<file path="src/rtl/instr_fetch_unit.sv">
// rtl/instr_fetch_unit.sv - instruction fetch stage: PC owner and imem req/ack fetcher
//
// Purpose: holds the program counter, fetches one 32-bit word per fetch_req over
// a variable-latency req/ack handshake, applies branch redirects and flags
// fetch timeouts or misaligned redirects with a sticky fault.
//
// Ports:
//   clk, reset              clock, synchronous active-high reset
//   fetch_req               request the next instruction
//   pc_load, pc_target      redirect the PC (branch taken)
//   instr_valid             one-cycle pulse, new word in instruction_out
//   instruction_out, pc_out last fetched word and its address
//   busy                    fetch outstanding
//   fault                   sticky timeout / misaligned-redirect flag
//   imem_req, imem_addr     instruction-memory read request and address
//   imem_ack, imem_rdata    instruction-memory response
module instr_fetch_unit #(
  parameter int                    ADDR_WIDTH = 64,
  parameter logic [ADDR_WIDTH-1:0] RESET_PC   = '0,
  parameter int                    TIMEOUT    = 16
) (
  input  logic                  clk,
  input  logic                  reset,
  input  logic                  fetch_req,
  input  logic                  pc_load,
  input  logic [ADDR_WIDTH-1:0] pc_target,
  output logic                  instr_valid,
  output logic [31:0]           instruction_out,
  output logic [ADDR_WIDTH-1:0] pc_out,
  output logic                  busy,
  output logic                  fault,
  output logic                  imem_req,
  output logic [ADDR_WIDTH-1:0] imem_addr,
  input  logic                  imem_ack,
  input  logic [31:0]           imem_rdata
);

  typedef enum logic [1:0] {S_IDLE, S_REQ, S_FAULT} state_t;

  localparam logic [7:0]  TIMEOUT_LAST = 8'(TIMEOUT - 1);
  localparam logic [31:0] NOP_INSTR    = 32'h0000_0013;

  state_t                state_q, state_d;
  logic [ADDR_WIDTH-1:0] pc_q, pc_d;
  logic [ADDR_WIDTH-1:0] pc_out_q, pc_out_d;
  logic [31:0]           instr_q, instr_d;
  logic                  instr_valid_q, instr_valid_d;
  logic                  fault_q, fault_d;
  logic                  imem_req_q, imem_req_d;
  logic [ADDR_WIDTH-1:0] pc_next_pending_q, pc_next_pending_d;
  logic                  redirect_pending_q, redirect_pending_d;
  logic [7:0]            wait_cnt_q, wait_cnt_d;
  logic                  bad_target;

  assign bad_target = pc_load && (pc_target[1:0] != 2'b00);

  always_comb begin
    state_d            = state_q;
    pc_d               = pc_q;
    pc_out_d           = pc_out_q;
    instr_d            = instr_q;
    instr_valid_d      = 1'b0;
    fault_d            = fault_q;
    pc_next_pending_d  = pc_next_pending_q;
    redirect_pending_d = redirect_pending_q;
    wait_cnt_d         = wait_cnt_q;

    case (state_q)
      S_IDLE: begin
        if (bad_target) begin
          fault_d = 1'b1;
          state_d = S_FAULT;
        end else begin
          // A same-cycle redirect takes effect before the fetch starts.
          if (pc_load) pc_d = pc_target;
          if (fetch_req) begin
            state_d    = S_REQ;
            wait_cnt_d = 8'd0;
          end
        end
      end

      S_REQ: begin
        if (bad_target) begin
          fault_d = 1'b1;
          state_d = S_FAULT;
        end else if (imem_ack) begin
          instr_d            = imem_rdata;
          pc_out_d           = pc_q;
          instr_valid_d      = 1'b1;
          // Redirect priority: this-cycle target, then latched target, then pc+4.
          if (pc_load)                 pc_d = pc_target;
          else if (redirect_pending_q) pc_d = pc_next_pending_q;
          else                         pc_d = pc_q + ADDR_WIDTH'(4);
          redirect_pending_d = 1'b0;
          wait_cnt_d         = 8'd0;
          state_d            = S_IDLE;
        end else begin
          // pc is left untouched so imem_addr stays stable mid-request.
          if (pc_load) begin
            pc_next_pending_d  = pc_target;
            redirect_pending_d = 1'b1;
          end
          if (wait_cnt_q == TIMEOUT_LAST) begin
            fault_d = 1'b1;
            state_d = S_FAULT;
          end else begin
            wait_cnt_d = wait_cnt_q + 8'd1;
          end
        end
      end

      S_FAULT: begin
        state_d = S_FAULT;
      end

      default: state_d = S_IDLE;
    endcase

    imem_req_d = (state_d == S_REQ);
  end

  always_ff @(posedge clk) begin
    if (reset) begin
      state_q            <= S_IDLE;
      pc_q               <= RESET_PC;
      pc_out_q           <= RESET_PC;
      instr_q            <= NOP_INSTR;
      instr_valid_q      <= 1'b0;
      fault_q            <= 1'b0;
      imem_req_q         <= 1'b0;
      pc_next_pending_q  <= RESET_PC;
      redirect_pending_q <= 1'b0;
      wait_cnt_q         <= 8'd0;
    end else begin
      state_q            <= state_d;
      pc_q               <= pc_d;
      pc_out_q           <= pc_out_d;
      instr_q            <= instr_d;
      instr_valid_q      <= instr_valid_d;
      fault_q            <= fault_d;
      imem_req_q         <= imem_req_d;
      pc_next_pending_q  <= pc_next_pending_d;
      redirect_pending_q <= redirect_pending_d;
      wait_cnt_q         <= wait_cnt_d;
    end
  end

  assign instr_valid     = instr_valid_q;
  assign instruction_out = instr_q;
  assign pc_out          = pc_out_q;
  assign busy            = imem_req_q;
  assign fault           = fault_q;
  assign imem_req        = imem_req_q;
  assign imem_addr       = pc_q;

endmodule

</file>
<file path="config.mk">
export PLATFORM = sky130hd
export DESIGN_NAME = instr_fetch_unit
export DESIGN_NICKNAME = d
export VERILOG_FILES = /design/src/rtl/instr_fetch_unit.sv
export SDC_FILE = /design/constraint.sdc
export NUM_CORES = 1
export LEC_CHECK = 0
export BUFFER_PORTS_ARGS = -buffer_cell sky130_fd_sc_hd__buf_2
export CORE_UTILIZATION = 47
export DETAILED_ROUTE_END_ITERATION = 8
export HOLD_SLACK_MARGIN = 0.1
export PLACE_DENSITY = 0.73
export SETUP_SLACK_MARGIN = 0.1
export SYNTH_ARGS = -nofsm -noshare
export SYNTH_HDL_FRONTEND = slang
export SYNTH_SLANG_ARGS = --single-unit
</file>
<file path="constraint.sdc">
create_clock -name clk -period 2.32 [get_ports clk]
set_input_delay 0.232 -clock clk [delete_from_list [all_inputs] [get_ports clk]]
set_output_delay 0.232 -clock clk [all_outputs]
set_load 0.02 [all_outputs]
</file>
---- After elaboration in Yosys (flattened, before gate mapping) ----
Index checks and enable logic that the tools add are counted.
word-level totals
  register bits ........................... 238
  latch bits .............................. 0
  bits in writable memories ............... 0
  memory bits (read-only) ................. 0
  output and inout bits ................... 164
  memories ................................ 0
cells by class
  add/sub/neg operators ................... 2
  $mul .................................... 0
  divide/modulo/power cells ............... 0
  order comparisons ....................... 0
  eq/ne operators ......................... 13
  shift-type cells ........................ 0
  muxes and demuxes ....................... 27
  bitwise logic cells ..................... 3
  reduce and logical (&&, ||, !) cells .... 12
operators by type and width
  operator                                                                number
  64-bit two-way mux                                                      6
  64-bit case mux with 2 select lines                                     1
  64-bit by 3-bit adder with 64-bit output (second input constant)        1
  8-bit two-way mux                                                       5
  8-bit case mux with 2 select lines                                      1
  2-bit != test (second input constant)                                   6
  2-bit two-way mux                                                       5
  5-bit AND reduction                                                     2
  3-bit != test (second input constant)                                   3
  8-bit by 1-bit adder with 8-bit output (second input constant)          1
  8-bit by 4-bit equality test with 1-bit output (second input constant)  1
  4-bit AND reduction                                                     2
  1-bit two-way mux                                                       7
  2-bit case mux with 3 select lines                                      1
  3-bit AND reduction                                                     2
  2-bit nonzero test                                                      3
  2-bit by 1-bit equality test with 1-bit output (second input constant)  2
  1-bit inverter                                                          3
  3-bit OR reduction                                                      1
  2-bit equality test (second input constant)                             1
  2-bit zero test                                                         1
  1-bit case mux with 2 select lines                                      1
  1-bit logical AND                                                       1

---- Logic depth before layout (Yosys ltp) ----
Gate-level depths: netlist of the first run.
  depth after elaboration ................. 6
  gate-level depth with buffers ........... 9
  depth with buffers taken out ............ 6

---- Least setup slack after synthesis of the first run ----
Ideal clock, no wire load.
  path kind ............................... register to register
  from .................................... reg pc_q[2] (netlist: imem_addr[2])
  to ...................................... reg pc_q[52] (netlist: imem_addr[52])
  setup time .............................. 0.115 ns
  arrival time ............................ 2.101 ns
  path slack .............................. 0.103 ns
  stages on the path, launching flop included .. 7
  period minus slack after synthesis ...... 2.217 ns
  path through ............................ dfxtp_1 > ha_1 > nand4_2 > nor4_4 > nand4_4 > or3_1 > and3_1
between the ends
  word-level cells in the longest chain between the ends .. 6
ends and longest elaborated chain
  what                                      line  text
  start: declaration                        44    logic [ADDR_WIDTH-1:0] pc_q, pc_d;
  start signal: assignment                  137   pc_q <= pc_d;
  64-bit by 3-bit adder with 64-bit output  94    else pc_d = pc_q + ADDR_WIDTH'(4);
  64-bit two-way mux                        93    else if (redirect_pending_q) pc_d = pc_next_pending_q;
  64-bit two-way mux                        92    if (pc_load) pc_d = pc_target;
  64-bit two-way mux                        87    end else if (imem_ack) begin
  64-bit two-way mux                        84    if (bad_target) begin
  64-bit case mux with 2 select lines       68    case (state_q)
No other way between the ends. The select of a mux whose other input is x is not followed.
A chain may end at the register's enable or synchronous reset.

---- Worst setup path after layout of the first run ----
  from .................................... reg pc_q[40] (netlist: imem_addr[40])
  to ...................................... reg pc_q[50] (netlist: imem_addr[50])
Same word-level chain as after synthesis.

==> results summary, run 1 <==
The run finished with clean final reports. The average size of a mapped cell is 7.50 um^2. The number of nets in the layout came out at roughly 2000. The worst min-delay path category is in2reg. After synthesis the cells add up to 0.0115 mm^2. The remaining max-slew budget at the tightest pin is 55.6%. The number of clock buffers inserted by TritonCTS came out at 26. The post-route clock period utilization came out at 92.2%. The total wirelength of the detailed-routed design is 40900 um. The region available for standard cell placement spans around 0.024 mm^2. The synthesis warning total is 0.

The level count of the clock H-tree is 1. The total number of placement rows is 56. The clock period minus final worst setup slack came out at 2.14 ns.

The startpoint identified for the worst register-to-register timing path is imem_addr[40]. The cell area reported after detailed placement came out at 0.0136 mm^2. The synthesized design spends more area on one cell type than any other, namely sky130_fd_sc_hd__dfxtp_1. The post-detailed-route DRC marker count came out at 0.

The height of the die is 158 um. The routed via count divided by cell count came out at around 5.8. STA classifies the critical path endpoint as a flip-flop. TritonCTS built the clock tree. The maximum buffer depth of the clock tree is 3. The total power per unit cell area came out at 620 mW/mm^2.

The category of the critical setup timing path is reg2reg. The register bit count reported by yosys came out at 238. The area share of the largest cell type after synthesis is 41.6%. During I/O placement, the number of pins put on the boundary was 265.

The worst hold path begins at imem_ack. From left edge to right edge, the die measures 158 um. The upper clock frequency limit is 0.468 GHz.

The number of routed nets with antenna violations is 0. The largest single stage delay on the critical path is 0.61 ns. The number of maximum-capacitance constraint violations is 0. The die covers 0.0250 mm^2.

The largest net degree at the start of global routing came out at 96. The total count of max-transition violations in the final report came out at 0. The number of antenna violations at the first check in global routing is 0. After synthesis, the cell types taking the most area are sky130_fd_sc_hd__dfxtp_1 42%, sky130_fd_sc_hd__nand2_1 13%, sky130_fd_sc_hd__a21oi_1 9.5%. The number of sinks driven by the clock tree is 238. The met1 global-route usage came out at 44.6%. Counting the fill cells in the layout gives around 2100.

The placed wire-length estimate after detailed placement came out at roughly 28000 um. The tree is rooted in a sky130_fd_sc_hd__clkbuf_16. The critical path goes through and3_1, nor3b_1, buf_4, and4_1, a41oi_1, o32ai_1. In the layout the commonest cells are 411 x sky130_fd_sc_hd__nand2_1, 263 x sky130_fd_sc_hd__buf_2, 235 x sky130_fd_sc_hd__dfxtp_1.

After global routing, the most crowded layer is met2. The global-route wire length before repair came out at 62200 um. The effective utilization at floorplan came out at 48.4%. For this run, global-route usage on met3 was measured as 5.75%. After synthesis, the netlist uses just under 70 different library cells. The critical-path maximum fanout is 10. The share of synthesized flip-flops with an asynchronous set or reset is 0%. When the netlist entered floorplanning its net count stood at 1630. The analysis attributes to cell leakage a power of approximately 6.2 nW. The worst IR drop on VDD is about 0.44 mV. The per-cell routed wire length is 18.3 um. For this block, the via count after detailed routing is 12907. The library cell used most frequently in the layout, excluding fill and tap cells, is sky130_fd_sc_hd__nand2_1. The met2 usage is 47.8%.

The clock latency on the worst-skew pair came out at 0.55 ns. Summing all multi-input logic gate instances after layout gives 0.00616 mm^2. For this run, the leading register cell type out of synthesis is sky130_fd_sc_hd__dfxtp_1.

In the synthesized netlist, the number of instances is 1527. The summed negative setup slack over all endpoints is 0 ns. The length of the first detailed-routing pass in iterations is 5. After clock tree synthesis, the clock-pin slew on the worst setup and hold paths is 0.06 ns. The critical path startpoint is imem_addr[40]. The area taken by flip-flops and latches is between 0.004 and 0.005 mm^2. In the global route stage, overall resource usage came out at 31.5%. From synthesis to final layout, the design area changed by 34.8%.

The transition time at the pin with the least slew margin came out at approximately 0.66 ns. Setup repair after global routing could not meet its margin everywhere. The cell type group with the largest total delay on the critical path is simple AND/OR/NAND/NOR gates. The arrival time of data at the critical path endpoint is between 2 and 3 ns.

The finished cells cover 0.0154 mm^2. The port buffer count came out at 264. The worst setup path is launched from a flip-flop. The final count of hold timing violations came out at 0. The final clock skew came out at 0.0213 ns.

The number of failing setup endpoints in the final timing report came out at 0. The endpoint required time on the critical path is 2.77 ns. The post-route netlist has 23.9% of its cells at a drive strength greater than 1. The count of buffers added by post-CTS timing repair for setup came out at 0.

The via count of the first global-routing pass came out at 11492. The portion of the post-synthesis area used by sequential elements is 41.6%. Summed over all layers, the global routing overflow is 0. The slowest stage of the critical path is the sky130_fd_sc_hd__dfxtp_1 cell. The number of enable flip-flop cells after synthesis is 0. The congestion estimate from routability-driven global placement came to 0.906. The detailed router finished its first iteration with 1484 violations. The buffer and inverter count on the worst path came out at 1.
state kept, by name, indices dropped and copies added (netlist names):
signal,cells
imem_addr,64
pc_next_pending_q,64
pc_out,64
instruction_out,32
wait_cnt_q,8
state_q,2
busy,1
fault,1
instr_valid,1
redirect_pending_q,1
report_power, final:
part           switching (mW)  internal, mW
sequential              0.101          4.18
clock                    1.71          2.30
combinational           0.755         0.521
layout make-up:
class / instances / area share (%)
Sequential cell: 238 / 30.9
Inverter: 11 / 0.267
Tap cell: 319 / 2.58
Clock inverter: 6 / 0.486
Antenna cell: 1 / 0.0162
Timing Repair Buffer: 474 / 21.1
Multi-Input combinational cell: 1145 / 39.9
Clock buffer: 38 / 4.76
path summary, 6_finish.rpt:
path,end,slack [ns],cells after the start
min reg2reg,pc_out[62],0.45,2
max reg2reg,imem_addr[50],0.18,6
min,state_q[1],0.15,4
max,imem_addr[50],0.18,6
layer usage:
metal  share of wire, %  wire length (um)
met3                 11              4450
met5                  0                 0
met1                 43             17600
met4                2.7              1110
met2                 44             17800
synth_stat cells (3+ instances only):
master / number
sky130_fd_sc_hd__a2111oi_0: 3
sky130_fd_sc_hd__a211o_1: 9
sky130_fd_sc_hd__a211oi_1: 22
sky130_fd_sc_hd__a21o_1: 5
sky130_fd_sc_hd__a21oi_1: 217
sky130_fd_sc_hd__a221oi_1: 6
sky130_fd_sc_hd__a311oi_1: 6
sky130_fd_sc_hd__a31o_2: 7
sky130_fd_sc_hd__a31oi_1: 18
sky130_fd_sc_hd__a41oi_1: 3
sky130_fd_sc_hd__and2_1: 6
sky130_fd_sc_hd__and3_1: 32
sky130_fd_sc_hd__and4_1: 10
sky130_fd_sc_hd__buf_1: 13
sky130_fd_sc_hd__buf_2: 24
sky130_fd_sc_hd__buf_4: 3
sky130_fd_sc_hd__clkbuf_1: 93
sky130_fd_sc_hd__dfxtp_1: 238
sky130_fd_sc_hd__inv_1: 11
sky130_fd_sc_hd__mux2i_1: 6
sky130_fd_sc_hd__nand2_1: 411
sky130_fd_sc_hd__nand2b_1: 3
sky130_fd_sc_hd__nand3_1: 55
sky130_fd_sc_hd__nand4_1: 37
sky130_fd_sc_hd__nand4_4: 4
sky130_fd_sc_hd__nor2_1: 64
sky130_fd_sc_hd__nor2b_1: 4
sky130_fd_sc_hd__nor3_1: 25
sky130_fd_sc_hd__nor3b_1: 4
sky130_fd_sc_hd__nor4_1: 8
sky130_fd_sc_hd__nor4_2: 3
sky130_fd_sc_hd__nor4_4: 4
sky130_fd_sc_hd__o211a_1: 4
sky130_fd_sc_hd__o211ai_1: 20
sky130_fd_sc_hd__o21a_1: 8
sky130_fd_sc_hd__o21ai_0: 53
sky130_fd_sc_hd__o221a_2: 6
sky130_fd_sc_hd__o31ai_1: 7
sky130_fd_sc_hd__or3_1: 18
sky130_fd_sc_hd__or4_1: 3
sky130_fd_sc_hd__xnor2_1: 6
sky130_fd_sc_hd__xor2_1: 10
kinds of logic (layout without fill, tap and decap cells):
family,after synthesis,in the layout,synth area share (%)
and+or+nand+nor,706,706,29.3
AOI/OAI and AO/OA,415,415,22.0
DFF,238,238,41.6
buffers and inverters,144,529,5.08
xor gates and xnor gates,16,16,1.22
muxes,6,6,0.524
adders and majority gates,2,2,0.218
other,0,1,0
worst reg2reg max path, cell delays in order, from the launching register on:
cell	delay, ns
sky130_fd_sc_hd__dfxtp_1	0.61
sky130_fd_sc_hd__and3_1	0.25
sky130_fd_sc_hd__nor3b_1	0.20
sky130_fd_sc_hd__buf_4	0.17
sky130_fd_sc_hd__and4_1	0.41
sky130_fd_sc_hd__a41oi_1	0.18
sky130_fd_sc_hd__o32ai_1	0.23
metrics by stage:
step | setup WS [ns] | cells | power (mW) | utilization (%) | hold WS (ns)
floorplan | 0.103 | 1527 | 4.96 | - | 0.356
global placement | 0.0874 | 2090 | 5.47 | 57.6 | 0.437
detailed placement | 0.0534 | 2090 | 5.49 | 57.6 | 0.443
CTS | 0.124 | 2231 | 9.59 | 65.2 | 0.119
global route | 0.0708 | 2231 | 9.89 | 65.2 | 0.179
finish | 0.182 | 2232 | 9.58 | 65.2 | 0.155
repair_timing:
| item | in CTS | in global routing |
|---|---|---|
| endpoints found under the setup margin | 11 | 12 |
| hold endpoints to repair | 127 | 0 |
| pin swaps | 0 | 1 |
| gates resized for setup | 2 | 4 |
| hold buffers | 97 | 0 |
Power figures use the tool's default switching activity.
==> inputs of run 2 (changes only) <==
--- a/config.mk
+++ b/config.mk
@@ -6,10 +6,11 @@
 export NUM_CORES = 1
 export LEC_CHECK = 0
 export BUFFER_PORTS_ARGS = -buffer_cell sky130_fd_sc_hd__buf_2
+export CORE_MARGIN = 8
 export CORE_UTILIZATION = 47
 export DETAILED_ROUTE_END_ITERATION = 8
 export HOLD_SLACK_MARGIN = 0.1
-export PLACE_DENSITY = 0.73
+export PLACE_DENSITY_LB_ADDON = 0.05
 export SETUP_SLACK_MARGIN = 0.1
 export SYNTH_ARGS = -nofsm -noshare
 export SYNTH_HDL_FRONTEND = slang
==> results summary, run 2 (synthesis gave the netlist of run 1 again) <==
The global-route total usage across every layer was 28.8% (-2.8 points). The area of the die came to 0.0296 mm^2 (+18%). The final cell count without fillers came to 2227 (-0.22%).

The post-route clock period utilization is 92.7% (+0.56 points). The path with the worst hold slack has its endpoint at state_q[1]. The clock period minus final worst setup slack is 2.15 ns (+0.0129 ns). The placeable core region is 0.0241 mm^2 (+1.8%). The via count of the first global-routing pass is 11748 (+2.2%). The effective utilization at floorplan is 47.5% (-0.85 points).

Setup repair after global routing could not meet its margin everywhere. The remaining max-slew budget at the tightest pin is 59.4% (+3.7 points). The per-cell routed wire length is 19.9 um (+8.5%).

The placed wire-length estimate after detailed placement is 30300 um (+9.8%). The post-route cell area came out at 0.0155 mm^2 (+0.65%). The endpoint identified for the worst register-to-register timing path is imem_addr[61].

The register share of total power came out at 42.5% (-2.2 points). The clock network fraction of total power came to 44.6% (+2.7 points). The worst IR drop on VDD came to 0.447 mV (+2.0%).

The total power draw is 10.1 mW (+5.4%). The initial detailed-routing violation count was 1262 (-15%). The clock latency on the worst-skew pair was 0.54 ns (about the same). The final clock skew came out at 0.0273 ns (+0.00605 ns).

The worst min-delay path category is in2reg. The transition time at the pin with the least slew margin is 0.609 ns (-0.0554 ns). The combinational fraction of design power came to 13.0% (-0.3 points). The routed via count came out at 12813 (-0.73%). The total number of placement rows is 57 (+1.8%). The worst setup path is launched from an input port.

The number of routed nets with antenna violations came out at 0 (unchanged). TritonCTS built the clock tree. The worst setup path is of the in2reg kind.

The length of the first detailed-routing pass in iterations came out at 5 (unchanged). The area growth from synthesis to layout is 35.7%. The internal portion of total power is 7.48 mW (+6.7%). The final count of hold timing violations came to 0 (unchanged). The routed via count divided by cell count came out at 5.75 (-0.51%). The summed negative setup slack over all endpoints is 0 ns (unchanged). Clock tree synthesis selected as its root buffer the cell sky130_fd_sc_hd__clkbuf_16. The total count of max-transition violations in the final report came out at 0 (unchanged). The level count of the clock H-tree came out at 1 (unchanged). The height of the die is 172 um (+8.9%). The boundary pin count is 265 (unchanged). The number of maximum-capacitance constraint violations came out at 0 (unchanged). The final weighted congestion in routability-driven placement came out at 0.895 (-1.2%).

The upper clock frequency limit came out at 0.465 GHz (-0.60%). The final design utilization came out at 64.5% (-0.73 points). The global route total overflow is 0 (unchanged). The endpoint required time on the critical path came out at 2.77 ns (about the same). The post-detailed-route DRC marker count came out at 0 (unchanged). The critical path starts at pc_target[0].

The largest net degree at the start of global routing was 65 (-32%). On the critical path, the stage with the largest delay is an instance of sky130_fd_sc_hd__or3_2. The number of cells on the worst reg-to-reg path came out at 5 (-1). The setup slack on the worst flop-to-flop path is 0.18 ns (about the same). The fraction of layout cells with a size suffix above 1 is 23.6% (-0.25 points). The critical-path maximum fanout is 53 (+43). The leakage power is 6.30 nW (+0.82%). The number of cells on the worst hold path came to 4 (unchanged). The arrival time of data at the critical path endpoint came out at 2.60 ns (about the same).

The number of clock buffers inserted by TritonCTS is 27 (+3.8%). The number of antenna violations at the first check in global routing came out at 0 (unchanged). The net switching power figure is 2.61 mW (+1.7%).

The clock slew seen by the registers of the worst setup and hold paths is 0.06 ns (about the same). The worst hold path begins at imem_ack. The number of instances in the placed design came to 2082 (-0.38%). The total wirelength of the detailed-routed design is 44300 um (+8.2%). The biggest cell delay along the critical path is 0.58 ns (-0.03 ns).

The element type at the critical path end is a flip-flop. The global-route wire length before repair came to 67700 um (+8.9%). In the layout the commonest cells are 411 x sky130_fd_sc_hd__nand2_1, 263 x sky130_fd_sc_hd__buf_2, 235 x sky130_fd_sc_hd__dfxtp_1. The number of antenna cells inserted is 0 (-1). The share of total power consumed by net switching is 25.9% (-0.93 points). Leaving out fill and tap cells, the most frequent cell in the layout is sky130_fd_sc_hd__nand2_1. The number of sinks driven by the clock tree is 238 (unchanged).

The die width is 172 um (+8.9%). The number of nets in the layout is 1988 (-0.55%). Traced cell by cell, the critical path runs through dlygate4sd3_1, buf_2, o21a_1, or3_2, buf_12, nor3_2, a21oi_1, nor3_1. The worst register-to-register path begins at imem_addr[4].

The maximum buffer depth of the clock tree is 3 (unchanged). The total power per unit cell area is 649 mW/mm^2 (+4.7%). The number of failing setup endpoints in the final timing report came out at 0 (unchanged). The port buffer count was 264 (unchanged). The flow ran to the end, and the final reports show no timing, DRC or antenna violations. The cell area reported after detailed placement is 0.0136 mm^2 (-0.10%).
-- run 2: timing repair --
item,CTS,global route
hold buffers,97,0
gates resized for setup,1,5
pin swaps,0,1
hold endpoints to repair,129,0
endpoints found under the setup margin,1,12
buffers inserted,0,1
-- run 2: per-stage QoR --
| stage | worst slack [ns] | hold WS (ns) |
|---|---|---|
| floorplan | 0.103 | 0.356 |
| global placement | 0.146 | 0.439 |
| detailed placement | 0.0863 | 0.443 |
| CTS | 0.149 | 0.102 |
| global route | 0.0444 | 0.148 |
| finish | 0.169 | 0.114 |
-- run 2: how the worst max path moves through the flow --
stage | end | slack (ns) | cells after the start
after floorplan | imem_addr[52] | 0.10 | 6
after global routing | imem_addr[51] | 0.04 | 6
after detailed placement | imem_addr[44] | 0.09 | 6
after global placement | imem_addr[44] | 0.15 | 6
after CTS | imem_addr[39] | 0.15 | 6
final | imem_addr[44] | 0.17 | 8
-- run 2: area by class of cell --
type                    count  area, um^2
flip-flops and latches    238        4770
inverters                  11        41.3
well taps                 324         405
clock buffers              40         785
clock inverters             7         141
repair buffers            462        3240
fillers                  2169        8560
multi-input cells        1145        6160
-- run 2: worst max-delay path: cells and delay by family --
kind                   cells  cell delay, ns
AND/OR/NAND/NOR            3            1.13
buffers and inverters      3            0.94
AO/OA/AOI/OAI              2            0.26
-- run 2: power groups by stage --
stage               registers (mW)  logic [mW]  clock network, mW
floorplan                     4.47       0.487                  0
global placement              4.37        1.15                  0
detailed placement            4.37        1.15                  0
CTS                           4.28        1.28               4.56
global route                  4.29        1.40               4.74
finish                        4.28        1.31               4.50
-- run 2: layer usage --
layer | global-route usage [%] | up-vias | share of wire, %
met5 | 0 | - | 0
met1 | 41.3 | 5966 | 44
met4 | 8.10 | 0 | 2.7
met3 | 6.89 | 72 | 11
met2 | 42.1 | 663 | 42
li1 | - | 6112 | -
==> inputs of run 3 (changes only) <==
--- a/config.mk
+++ b/config.mk
@@ -11,6 +11,7 @@
 export DETAILED_ROUTE_END_ITERATION = 8
 export HOLD_SLACK_MARGIN = 0.1
 export PLACE_DENSITY_LB_ADDON = 0.05
+export RECOVER_POWER = 100
 export SETUP_SLACK_MARGIN = 0.1
 export SYNTH_ARGS = -nofsm -noshare
 export SYNTH_HDL_FRONTEND = slang
==> results summary, run 3 (synthesis gave the netlist of run 1 again) <==
The routed via count divided by cell count came out at 5.78 (+0.45%). The per-cell routed wire length came out at 20.0 um (+0.63%). The net switching power figure came out at 2.62 mW (+0.14%). The combinational fraction of design power came to 12.7% (-0.3 points). The category of the critical setup timing path is reg2reg. The critical path startpoint is imem_addr[13]. The total wirelength of the detailed-routed design came to 44600 um (+0.63%). The routed via count is 12871 (+0.45%). The total number of placement rows is 57 (unchanged). The effective utilization at floorplan came out at 47.5% (unchanged).

The internal portion of total power came out at 7.44 mW (-0.46%). The flow ran to the end, and the final reports show no timing, DRC or antenna violations. The area of the die is 0.0296 mm^2 (unchanged).

The length of the first detailed-routing pass in iterations is 7 (+2). The level count of the clock H-tree was 1 (unchanged). The worst reg2reg path startpoint is imem_addr[13]. The number of sinks driven by the clock tree was 238 (unchanged). The number of antenna violations at the first check in global routing is 0 (unchanged). The leakage power came to 5.53 nW (-12%).

The initial detailed-routing violation count is 1283 (+1.7%). The total count of max-transition violations in the final report was 0 (unchanged). The endpoint required time on the critical path is 2.75 ns (-0.02 ns). The via count of the first global-routing pass was 11748 (unchanged). The most common cell after layout, fill and taps aside is sky130_fd_sc_hd__nand2_1.

The clock network fraction of total power came out at 44.7% (about the same). The number of antenna cells inserted is 0 (unchanged). The global route total overflow came out at 0 (unchanged).

The critical-path maximum fanout is 6 (-89%). The clock period minus final worst setup slack is 2.24 ns (+0.0845 ns). The post-detailed-route DRC marker count came out at 0 (unchanged). The number of clock buffers inserted by TritonCTS is 27 (unchanged). The least setup slack across all paths after layout came out at 0.0842 ns (-0.0845 ns).

The number of failing setup endpoints in the final timing report came out at 0 (unchanged). The number of routed nets with antenna violations came out at 0 (unchanged). The final clock skew is 0.0270 ns (-0.000355 ns). The worst min-delay path category is in2reg. The area taken by flip-flops and latches came out at 0.00477 mm^2 (unchanged). The arrival time of data at the critical path endpoint was 2.67 ns (+0.07 ns). The port buffer count came out at 264 (unchanged). STA classifies the critical path startpoint as a flip-flop. The fraction of layout cells with a size suffix above 1 is 14.7% (-8.9 points). The placeable core region is 0.0241 mm^2 (unchanged).

The clock latency on the worst-skew pair is 0.55 ns (about the same). The maximum buffer depth of the clock tree came to 3 (unchanged). The boundary pin count came out at 265 (unchanged).

The post-route cell area came out at 0.0152 mm^2 (-2.1%). The number of maximum-capacitance constraint violations is 0 (unchanged). The element type at the critical path end is a flip-flop.

The post-route clock period utilization came out at 96.4% (+3.6 points). The global-route wire length before repair is 67700 um (unchanged). The largest net degree at the start of global routing came out at 65 (unchanged). The register share of total power came out at 42.6% (about the same). The die width is 172 um (unchanged). TritonCTS built the clock tree. In this run the clock root is driven by a sky130_fd_sc_hd__clkbuf_16. The final count of hold timing violations is 0 (unchanged). The remaining max-slew budget at the tightest pin is 60.0% (+0.58 points).

The clock slew seen by the registers of the worst setup and hold paths was 0.06 ns (about the same). The upper clock frequency limit is 0.447 GHz (-3.8%). The total of fill cells in the finished design is 2296 (+5.9%).

The worst-case setup slack after placement came to 0.0863 ns (unchanged). The placed wire-length estimate after detailed placement came out at 30300 um (unchanged). The height of the die came out at 172 um (unchanged). The multi-input logic area was 0.00612 mm^2 (-0.57%). The transition time at the pin with the least slew margin was 0.601 ns (-0.00863 ns).

The global-route total usage across every layer is 28.8% (unchanged). The launch point of the worst hold path is imem_ack. Leaving out fill and tap cells, the most frequent cells in the layout are 411 x sky130_fd_sc_hd__nand2_1, 235 x sky130_fd_sc_hd__dfxtp_1, 217 x sky130_fd_sc_hd__a21oi_1.

The cell area reported after detailed placement came out at 0.0136 mm^2 (unchanged). The total power per unit cell area came out at 661 mW/mm^2 (+1.8%). The worst IR drop on VDD was 0.447 mV (about the same). Setup repair after global routing could not meet its margin everywhere.

The number of nets in the layout is 1988 (unchanged). The summed negative setup slack over all endpoints is 0 ns (unchanged). The final weighted congestion in routability-driven placement came to 0.895 (unchanged). The layout overhead on the synthesized area came out at 32.9%. The share of total power consumed by net switching came to 26.0% (+0.12 points).

The total power draw was 10.1 mW (-0.31%).
run 3: cell type report:
class,instances,share of cell area [%]
Multi-Input combinational cell,1145,40.2
Inverter,11,0.271
Clock buffer,40,5.15
Timing Repair Buffer,462,19.4
Clock inverter,7,0.929
Sequential cell,238,31.3
Tap cell,324,2.66
run 3: layer usage:
metal  GRT usage [%]  up-vias  share of wire (%)
met2            42.1      676                 41
li1                -     6124                  -
met5               0        -                  0
met1            41.3     5996                 45
met3            6.89       75                 11
met4            8.10        0                2.7
run 3: worst paths after layout:
path                                              end  slack, ns  cells past startpoint
worst min register to register  pc_next_pending_q[25]       0.45                      2
worst min-delay path                       state_q[1]       0.11                      4
worst max register to register          imem_addr[22]       0.08                      6
worst max-delay path                    imem_addr[22]       0.08                      6
run 3: power groups by stage:
stage	Clock, mW	Sequential [mW]	Combinational, mW
after global routing	4.74	4.29	1.36
after global placement	0	4.37	1.15
final	4.50	4.29	1.28
after CTS	4.56	4.28	1.28
after detailed placement	0	4.37	1.15
after floorplan	0	4.47	0.487
run 3: worst max-delay path, stage by stage, from the launching register on:
cell,delay (ns)
sky130_fd_sc_hd__dfxtp_1,0.37
sky130_fd_sc_hd__clkbuf_1,0.35
sky130_fd_sc_hd__and4_1,0.36
sky130_fd_sc_hd__nand3_1,0.18
sky130_fd_sc_hd__or4_1,0.43
sky130_fd_sc_hd__a31o_1,0.22
sky130_fd_sc_hd__a221oi_1,0.23
run 3: repair_timing:
action / 4_1_cts / 5_1_grt
hold buffers: 97 / 0
pin swaps: 0 / 1
setup buffers: 0 / 1
endpoints found under the hold margin: 129 / 0
setup endpoints to repair: 1 / 12
gates resized for setup: 1 / 5
cloned: 0 / 0
run 3: per-stage QoR:
stage	utilization [%]	hold WS, ns	instances
floorplan	-	0.356	1527
global placement	56.5	0.439	2082
detailed placement	56.5	0.443	2082
CTS	64.4	0.102	2226
global route	63.2	0.148	2227
finish	63.2	0.109	2227
